$ cat config.mk
export PLATFORM = sky130hd
export DESIGN_NAME = gfx_color_pack_wc
export DESIGN_NICKNAME = d
export VERILOG_FILES = /design/src/rtl/gfx_pkg.sv /design/src/rtl/gfx_color_align.sv /design/src/rtl/gfx_color_pack_wc.sv
export SDC_FILE = /design/constraint.sdc
export NUM_CORES = 1
export LEC_CHECK = 0
export BUFFER_PORTS_ARGS = -buffer_cell sky130_fd_sc_hd__buf_4
export CAP_MARGIN = 40
export CORE_ASPECT_RATIO = 0.75
export CORE_MARGIN = 5
export CORE_UTILIZATION = 52
export CTS_BUF_LIST = sky130_fd_sc_hd__clkbuf_16
export DETAILED_ROUTE_END_ITERATION = 12
export PLACE_DENSITY = 0.78
export SLEW_MARGIN = 0
export SYNTH_ARGS = -nofsm -noshare
export SYNTH_HDL_FRONTEND = slang
export SYNTH_HIERARCHICAL = 1
export SYNTH_SLANG_ARGS = --single-unit
$ cat constraint.sdc
create_clock -name clk_i -period 2.5 [get_ports clk_i]
set_input_delay 0.5 -clock clk_i [delete_from_list [all_inputs] [get_ports clk_i]]
set_output_delay 0.5 -clock clk_i [all_outputs]
set_load 0.02 [all_outputs]
$ cat src/rtl/gfx_pkg.sv
// Shared types and helpers for the graphics colour-pack write combiner.
package gfx_pkg;

  typedef enum logic [1:0] {
    DEPTH_8BPP  = 2'd0,
    DEPTH_16BPP = 2'd1,
    DEPTH_24BPP = 2'd2,
    DEPTH_32BPP = 2'd3
  } color_depth_e;

  typedef enum logic [1:0] {
    ST_EMPTY,
    ST_COLLECT,
    ST_DRAIN
  } state_e;

  function automatic logic [2:0] bytes_per_pix(input color_depth_e depth);
    return {1'b0, depth} + 3'd1;
  endfunction

endpackage

$ cat src/rtl/gfx_color_align.sv
// Places an LSB-aligned pixel colour onto its byte lanes within one memory line.
module gfx_color_align
  import gfx_pkg::*;
#(
  parameter  int unsigned BUS_W = 256,
  localparam int unsigned NB    = BUS_W / 8,
  localparam int unsigned OFS_W = $clog2(NB)
) (
  input  logic [OFS_W-1:0] ofs,
  input  logic [31:0]      color,
  input  color_depth_e     depth,
  output logic [BUS_W-1:0] dat,
  output logic [BUS_W-1:0] mask,
  output logic [NB-1:0]    sel,
  output logic             straddle
);

  logic [2:0] nbytes;
  logic [1:0] k;

  assign nbytes   = bytes_per_pix(depth);
  assign straddle = (32'(ofs) + 32'(nbytes)) > NB;

  // Lanes past the end of the line are simply never selected, which drops the excess bytes.
  always_comb begin
    dat  = '0;
    mask = '0;
    sel  = '0;
    k    = '0;
    for (int unsigned i = 0; i < NB; i++) begin
      if (i >= 32'(ofs) && (i - 32'(ofs)) < 32'(nbytes)) begin
        k              = 2'(i - 32'(ofs));
        sel[i]         = 1'b1;
        mask[i*8 +: 8] = '1;
        dat[i*8 +: 8]  = color[{k, 3'b000} +: 8];
      end
    end
  end

endmodule

$ cat src/rtl/gfx_color_pack_wc.sv
// Write combiner: merges pixel writes into one memory line and issues it as a single masked write.
module gfx_color_pack_wc
  import gfx_pkg::*;
#(
  parameter int unsigned BUS_W   = 256,
  parameter int unsigned ADR_W   = 32,
  parameter int unsigned TIMEOUT = 16
) (
  input  logic               clk_i,
  input  logic               rst_ni,
  input  logic               pix_valid_i,
  output logic               pix_ready_o,
  input  logic [ADR_W-1:0]   pix_adr_i,
  input  logic [31:0]        pix_color_i,
  input  logic [1:0]         color_depth_i,
  input  logic               flush_i,
  output logic               mem_valid_o,
  input  logic               mem_ready_i,
  output logic [ADR_W-1:0]   mem_adr_o,
  output logic [BUS_W-1:0]   mem_dat_o,
  output logic [BUS_W/8-1:0] mem_sel_o,
  output logic               busy_o,
  output logic               err_o
);

  localparam int unsigned NB    = BUS_W / 8;
  localparam int unsigned OFS_W = $clog2(NB);
  localparam int unsigned TAG_W = ADR_W - OFS_W;
  localparam int unsigned CNT_W = (TIMEOUT > 0) ? $clog2(TIMEOUT + 1) : 1;

  state_e             state_q, state_d;
  logic [TAG_W-1:0]   tag_q, tag_d;
  logic [BUS_W-1:0]   dat_q, dat_d;
  logic [NB-1:0]      sel_q, sel_d;
  logic [CNT_W-1:0]   idle_q, idle_d;
  logic               err_q, err_d;

  logic [OFS_W-1:0]   pix_ofs;
  logic [TAG_W-1:0]   pix_tag;
  logic [BUS_W-1:0]   al_dat, al_mask;
  logic [NB-1:0]      al_sel;
  logic               al_straddle;
  logic               tag_hit, ready;

  assign pix_ofs = pix_adr_i[OFS_W-1:0];
  assign pix_tag = pix_adr_i[ADR_W-1:OFS_W];
  assign tag_hit = (pix_tag == tag_q);

  gfx_color_align #(
    .BUS_W (BUS_W)
  ) u_align (
    .ofs      (pix_ofs),
    .color    (pix_color_i),
    .depth    (color_depth_e'(color_depth_i)),
    .dat      (al_dat),
    .mask     (al_mask),
    .sel      (al_sel),
    .straddle (al_straddle)
  );

  always_comb begin
    state_d = state_q;
    tag_d   = tag_q;
    dat_d   = dat_q;
    sel_d   = sel_q;
    idle_d  = idle_q;
    ready   = 1'b0;
    unique case (state_q)
      ST_EMPTY: begin
        ready = 1'b1;
        if (pix_valid_i) begin
          tag_d   = pix_tag;
          dat_d   = al_dat;
          sel_d   = al_sel;
          idle_d  = '0;
          state_d = ST_COLLECT;
        end
      end
      ST_COLLECT: begin
        ready = tag_hit & ~flush_i;
        if (flush_i) begin
          state_d = ST_DRAIN;
        end else if (pix_valid_i && tag_hit) begin
          dat_d  = (dat_q & ~al_mask) | al_dat;
          sel_d  = sel_q | al_sel;
          idle_d = '0;
          if (&sel_d) state_d = ST_DRAIN;
        end else if (pix_valid_i) begin
          // Foreign-line pixel stays pending until this line has been written out.
          state_d = ST_DRAIN;
        end else if (TIMEOUT != 0) begin
          idle_d = idle_q + 1'b1;
          if (idle_d == CNT_W'(TIMEOUT)) state_d = ST_DRAIN;
        end
      end
      ST_DRAIN: begin
        if (mem_ready_i) begin
          sel_d   = '0;
          dat_d   = '0;
          idle_d  = '0;
          state_d = ST_EMPTY;
        end
      end
      default: state_d = ST_EMPTY;
    endcase
  end

  assign err_d = pix_valid_i & ready & al_straddle;

  always_ff @(posedge clk_i or negedge rst_ni) begin
    if (!rst_ni) begin
      state_q <= ST_EMPTY;
      tag_q   <= '0;
      dat_q   <= '0;
      sel_q   <= '0;
      idle_q  <= '0;
      err_q   <= 1'b0;
    end else begin
      state_q <= state_d;
      tag_q   <= tag_d;
      dat_q   <= dat_d;
      sel_q   <= sel_d;
      idle_q  <= idle_d;
      err_q   <= err_d;
    end
  end

  assign pix_ready_o = ready;
  assign mem_valid_o = (state_q == ST_DRAIN);
  assign mem_adr_o   = {tag_q, {OFS_W{1'b0}}};
  assign mem_dat_o   = dat_q;
  assign mem_sel_o   = sel_q;
  assign busy_o      = (state_q != ST_EMPTY);
  assign err_o       = err_q;

endmodule
==> metrics.md, run 1 <==
| Metric | Value |
|---|---|
| Total CTS buffers | 36 |
| I/O Buffers | about 390 |
| Hold Fails Final Rpt | 0 |
| Top_reg_cell synth | dfrtp_1 |
| Placer Congestion | around 1.0 |
| Endpoint type of the worst setup path | output port |
| Reg clk slew, reported paths | 0.07 ns |
| WL/cell | approximately 31 µm |
| WS Path Type | register to output port |
| Area Overhead vs Synth | 34.54% |
| Worst ir drop on vdd | just over 0.001 V |
| Mapped Avg Cell Area | around 10 µm² |
| Hold Crit Class | primary input to register |
| Tot Pwr | approximately 31 mW |
| Via count | about 21000 |
| Die area | 0.04525 mm² |
| Global-route wire length before repair | approximately 130 mm |
| PwrDens | around 1100 mW/mm² |
| Top cell type's share of synthesized area | 0.3786 |
| Max clock buf depth | 3 |
| EDFF count, synth | 0 |
| GRT met3 Usage | 0.1298 |
| Drt drc | 0 |
| Total Routing Usage GR | 0.3825 |
| Commonest non-fill, non-tap cell in the layout | buf_4 |
| Io pins | a little under 400 |
| Clk Latency, worst-skew pair | roughly 0.56 ns |
| Worst Setup Slack, final | -0.5713 ns |
| Post-route cell area | about 0.029 mm² |
| CP Buf/Inv Count | 1 |
| CTS tree | built |
| FFs w/ async S/R, synth | 1.000 |
| Slew Viols, Final | 0 |
| Rel. slew slack | 0.5710 |
| Max Clk Rate | 0.3256 GHz |
| Status | finished, violations left |
| Most frequent cells in the layout | buf_4 (677), dfrtp_1 (323), a22o_1 (289), o211ai_1 (259), nor3_1 (134) |
| Max-cap violations | 0 |
| Crit-path leading delay family | simple AND/OR/NAND/NOR gates |
| Grt total ovfl | 0 |
| DRT antenna net count | 0 |
| Nets | between 2000 and 3000 |
| Seq/Total Area, Yosys | 0.3786 |
| Pin count of the biggest net entering global routing | between 100 and 150 |
| Critical-path top delay cell | xnor2_1 |
| DR iter-0 viols | between 3000 and 4000 |
| Worst path cell trace | xnor2_1, nor4b_2, and4b_1, and3_4, a21o_1, buf_6 |
| Dpl cell area | roughly 0.026 mm² |
| GR Layer Usage met1 | 0.5304 |
| Die W | 244.0 µm |
| Drt pass-1 iters | 6 |
| Synth warn | 6 |
| DP Wirelength | 63.43 mm |
| Pre-CTS setup slack | -0.8851 ns |
| Final Skew | 0.02031 ns |
| Setup violators final | around 290 |
| WP data required | approximately 2.0 ns |
| Crit path DAT | between 2 and 3 ns |
| LEAKAGE | 13.36 nW |
| Slew of the pin with the lowest slew margin | 0.6435 ns |
| Max stage delay on crit path | roughly 0.42 ns |
| Number of antenna violations at the first check in global routing | 4 |
| Yosys reg bits | roughly 320 |
| Grt met2 use | 0.5581 |
| Final wirelength | ~95 mm |
| Post-route setup TNS | -101.14 ns |
| Violated checks | setup timing |
| Clock sinks | about 320 |
| CP Launch Type | register |
| Core area | roughly 0.041 mm² |
| Post-synth design cell area | around 0.021 mm² |
| Post-Syn Instances | 2138 |
| Area contributors post-synth | dfrtp_1 (38%), a22o_1 (12%), buf_4 (9.5%) |
| RSZ-0062 raised after global routing | true |
| DIE HEIGHT | about 190 µm |
| Average via count per standard cell | approximately 6.8 |
| Final Cycle Share | 1.229 |
| Synth area leader | dfrtp_1 |
| Root buf cell | clkbuf_16 |
| Vias in the first global route | ~20000 |
| Share of layout cells above drive strength 1 | 0.4037 |
| Row count | between 60 and 70 |
| Initial Util | 0.5248 |
| Yosys cell types | just under 90 |
| Critical path peak fanout | 3 |
| Most Crowded Layer GR | met2 |
| CTS H-tree lvls | 2 |
| Tmin final | between 3 and 4 ns |
synthesized netlist by cell type, types with 38 or more instances:
master and instances:
a22o_1 289, buf_2 58, buf_4 271, nor2_1 76, dfrtp_1 323, nand2_1 46, and2_1 38, o211ai_1 259
ha_1 48, clkbuf_1 78, nor3_1 137, inv_1 45
flip-flops by register name, summed over array words and instances, names as in the netlist:
register,flops
err_o,1
mem_dat_o,256
idle_q,5
tag_q,27
state_q,2
mem_sel_o,32
path summary, 6_finish.rpt:
kind / start / end / slack, ns / cells after the start
max: tag_q[5] / pix_ready_o / -0.57 / 6
min: pix_adr_i[24] / tag_q[19] / 0.17 / 2
max reg2reg: tag_q[5] / mem_dat_o[23] / -0.41 / 10
min reg2reg: mem_dat_o[65] / mem_dat_o[65] / 0.50 / 1
max in group asynchronous: rst_ni / mem_dat_o[150] / 1.18 / 3
min in group asynchronous: rst_ni / mem_dat_o[246] / 0.51 / 2
timing repair:
action,CTS,global route
setup endpoints to repair,274,291
cloned,17,38
pin swaps,45,68
hold buffers,1,0
gates resized for setup,78,53
endpoints found under the hold margin,53,0
setup buffers,31,26
per-stage QoR:
step | hold WS, ns | std cells | util
5_1_grt | 0.1722 | 3109 | 0.7058
6_report | 0.1693 | 3112 | 0.7060
3_3_place_gp | 0.4871 | 2951 | 0.6276
3_5_place_dp | 0.4839 | 2951 | 0.6276
2_1_floorplan | 0.2044 | 2142 | -
4_1_cts | 0.1650 | 3063 | 0.6846
cell families (layout without fill, tap and decap cells):
group / after synthesis / in the layout / synth area share
AND/OR/NAND/NOR: 458 / 458 / 0.1193
AO/OA/AOI/OAI: 695 / 695 / 0.2611
other: 1 / 8 / 0.0001757
buffers and inverters: 489 / 928 / 0.1485
XOR/XNOR: 38 / 38 / 0.01559
flip-flops: 323 / 323 / 0.3786
multiplexers: 85 / 85 / 0.04759
adder cells (fa/ha/maj): 49 / 49 / 0.02907
cell type report:
type                            instances  area [µm²]
Timing Repair Buffer                  818        7834
Inverter                               47       210.2
Sequential cell                       323        8083
Fill cell                            2844       11960
Clock inverter                         26       254.0
Antenna cell                            3       7.507
Tap cell                              528       660.6
Multi-Input combinational cell       1330       10750
Clock buffer                           37       925.9
power breakdown:
part / switching [mW] / internal [mW]
registers: 0.916 / 6.14
logic: 10.4 / 8.40
clock network: 2.41 / 3.04
metal layers:
metal,up-vias,part of all wire
li1,8699,-
met3,398,0.14
met1,10410,0.39
met5,-,0.00014
met2,1686,0.42
met4,2,0.055
worst register-to-register path, cell delays in order (launching register included):
cell	delay [ns]
dfrtp_1	0.41
xnor2_1	0.43
nor4b_2	0.39
and4b_1	0.28
and3_4	0.21
buf_4	0.11
buf_6	0.09
a41o_4	0.34
buf_12	0.20
buf_12	0.20
a22o_1	0.17
Note: power is estimated with default switching activity, not from simulation.
==> run 2: changes to the inputs <==
CORE_UTILIZATION = 57   (was 52)
PLACE_DENSITY = 0.82   (was 0.78)
clock period = 3.1 ns   (was 2.5 ns; I/O delays follow)
==> run 2 against run 1 <==
Against the previous run:
- the flow now finishes without violations
- clock power fell by 23%
- register-to-register slack gained 0.76 ns
- global-route usage is essentially flat
- critical path type is now primary input to register
- highest routed layer is now met4
==> metrics.md, run 2 (same netlist as run 1, synthesis figures left out) <==
| Metric | Value |
|---|---|
| I/O Buffers | 389 (unchanged) |
| DP Wirelength | 59.73 mm (was 63.43 mm) |
| Clock sinks | 323 (unchanged) |
| Drt pass-1 iters | 5 (was 6) |
| Die W | 233.5 µm (was 244.0 µm) |
| Pin count of the biggest net entering global routing | 155 (was 120) |
| LEAKAGE | 11.98 nW (was 13.36 nW) |
| Rel. slew slack | 0.4387 (was 0.5710) |
| Placed cells | 2866 (was 2951) |
| Pre-CTS setup slack | -0.5428 ns (was -0.8851 ns) |
| RSZ-0062 raised after global routing | true (unchanged) |
| Status | completed (was finished, violations left) |
| CTS H-tree lvls | 2 (unchanged) |
| Tot Pwr | 20.98 mW (was 31.35 mW) |
| Switch Pwr | 9.464 mW (was 13.78 mW) |
| DIE HEIGHT | 177.6 µm (was 185.5 µm) |
| Nets | 2519 (was 2676) |
| Setup violators final | 0 (was 291) |
| Max Clk Rate | 0.3263 GHz |
| Endpoint type of the worst setup path | register (was output port) |
| Slew Viols, Final | 0 (unchanged) |
| WP data required | 3.58 ns (was 2.00 ns) |
| Area Overhead vs Synth | 20.16% (was 34.54%) |
| Final core occ | 0.6929 (was 0.7060) |
| Reg clk slew, reported paths | 0.07 ns (about the same) |
| Sw frac | 0.4511 (was 0.4395) |
| Slew of the pin with the lowest slew margin | 0.8419 ns (was 0.6435 ns) |
| Commonest non-fill, non-tap cell in the layout | buf_4 (unchanged) |
| CP Launch Type | primary input (was register) |
| WL/cell | 27.99 µm (was 30.53 µm) |
| Via count | 19880 (was 21200) |
| Drt drc | 0 (unchanged) |
| DRT antenna net count | 0 (unchanged) |
| Critical path peak fanout | 3 (unchanged) |
| WS Path Type | primary input to register (was register to output port) |
| Fillers | 2744 (was 2844) |
| Layout Cells excl Fill | 2926 (was 3112) |
| Worst Setup Slack, final | 0.03535 ns (was -0.5713 ns) |
| Hold Crit Class | primary input to async pin (was primary input to register) |
| Max-cap violations | 0 (unchanged) |
| Total CTS buffers | 34 (was 36) |
| Final Skew | 0.02591 ns (was 0.02031 ns) |
| Placer Congestion | 1.055 (was 1.043) |
| Worst ir drop on vdd | 0.001457 V (was 0.001011 V) |
| Max FFs per register | 256 (unchanged) |
| Average via count per standard cell | 6.794 (was 6.811) |
| Global-route wire length before repair | 121.5 mm (was 132.3 mm) |
| Max clock buf depth | 3 (unchanged) |
| Die area | 0.04146 mm² (was 0.04525 mm²) |
| DR iter-0 viols | 3205 (was 3460) |
| Grt total ovfl | 0 (unchanged) |
| Final wirelength | 81.89 mm (was 95.02 mm) |
| PwrDens | 818.0 mW/mm² (was 1091 mW/mm²) |
| Tmin final | approximately 3.1 ns |
| Io pins | 395 (unchanged) |
| Clk Latency, worst-skew pair | 0.55 ns (was 0.56 ns) |
| Number of antenna violations at the first check in global routing | 0 (was 4) |
| Power share of the clock group | 0.200 (was 0.174) |
| Total Routing Usage GR | 0.3825 (about the same) |
| Root buf cell | clkbuf_16 (unchanged) |
| Post-route cell area | 0.02565 mm² (was 0.02872 mm²) |
| Share of layout cells above drive strength 1 | 0.3416 (was 0.4037) |
| Crit path DAT | 3.54 ns (was 2.57 ns) |
| Initial Util | 0.5767 (was 0.5248) |
| Core area | 0.03702 mm² (was 0.04068 mm²) |
| Flop pwr share | 0.269 (was 0.225) |
| Hold Buf Count CTS | 0 (was 1) |
| Most frequent cells in the layout | buf_4 (634), dfrtp_1 (323), a22o_1 (289), o211ai_1 (259), nor3_1 (135) (was buf_4 (677), dfrtp_1 (323), a22o_1 (289), o211ai_1 (259), nor3_1 (134)) |
| Row count | 61 (was 64) |
| Int Pwr | 11.52 mW (was 17.57 mW) |
| Dpl cell area | 0.02450 mm² (was 0.02553 mm²) |
| Final Cycle Share | 0.9886 |
| Hold Fails Final Rpt | 0 (unchanged) |
| CTS tree | built (unchanged) |
| Combinational share of power | 0.530 (was 0.601) |
| Vias in the first global route | 19110 (was 20180) |
==> run 2: cell count changes in the layout (fill, tap and decap cells not counted), moves of 5 or more <==
cell       change
clkbuf_16     -30
ha_4           -5
ha_1           +7
nor2_1         +8
inv_1          +6
nor2_4        -11
buf_4         -43
nor4_1         +5
buf_8         -15
buf_6         -25
buf_12        -30
buf_16        -13
==> run 2: timing repair <==
action | 4_1_cts | 5_1_grt
pin swaps | 0 | 1
setup endpoints to repair | 2 | 2
setup buffers | 0 | 1
resized for setup | 2 | 8
==> run 2: through the flow <==
stage	TNS, ns	hold slack (ns)
CTS	0	0.1121
finish	0	0.09546
global route	-0.03130	0.1440
floorplan	-1.420	0.3244
global placement	-0.7868	0.4853
detailed placement	-0.9991	0.4829
==> run 2: layer usage <==
metal | track usage | up-vias | share of wire
met5 | 0 | - | 0
met4 | 0.1445 | 0 | 0.047
met3 | 0.1028 | 272 | 0.13
met2 | 0.5546 | 1525 | 0.43
met1 | 0.5510 | 9739 | 0.40
li1 | - | 8342 | -
==> run 2: worst paths after layout <==
path | start | endpoint | slack (ns) | depth (start not counted)
setup reg to reg | tag_q[12] | mem_dat_o[28] | 0.35 | 9
hold / removal | rst_ni | mem_dat_o[245] | 0.1 | 1
setup / recovery | color_depth_i[0] | state_q[0] | 0.04 | 13
min in group clk_i | pix_adr_i[31] | tag_q[26] | 0.30 | 2
hold reg to reg | mem_dat_o[36] | mem_dat_o[36] | 0.50 | 1
max in group asynchronous | rst_ni | mem_dat_o[36] | 2.18 | 2
==> run 2: power by group through the flow <==
| stage | clock [mW] | combinational (mW) | sequential [mW] |
|---|---|---|---|
| 2_1_floorplan | 0 | 6.52 | 6.36 |
| 3_3_place_gp | 0 | 10.5 | 5.65 |
| 3_5_place_dp | 0 | 10.8 | 5.67 |
| 4_1_cts | 4.20 | 10.9 | 5.62 |
| 5_1_grt | 4.38 | 11.7 | 5.71 |
| 6_report | 4.21 | 11.1 | 5.65 |
==> run 2: worst max-delay path, cell delays in order <==
cell     delay [ns]
buf_4          0.11
ha_1           0.32
inv_1          0.08
ha_1           0.29
nor2b_1        0.25
o21ai_1        0.21
or3b_4         0.43
nor2_4         0.11
o22ai_1        0.10
nor4_2         0.29
nand4_1        0.25
a311o_1        0.39
nand3_1        0.09
==> run 2: cell type report <==
class | instances | area (µm²) | share of cell area
clock buffer | 35 | 875.8 | 0.03415
tap | 504 | 630.6 | 0.02459
antenna | 1 | 2.502 | 0.00009756
timing repair buffer | 663 | 5335 | 0.2080
multi-input combinational | 1330 | 10300 | 0.4017
clock inverter | 23 | 224.0 | 0.008732
inverter | 47 | 196.4 | 0.007659
sequential | 323 | 8083 | 0.3151
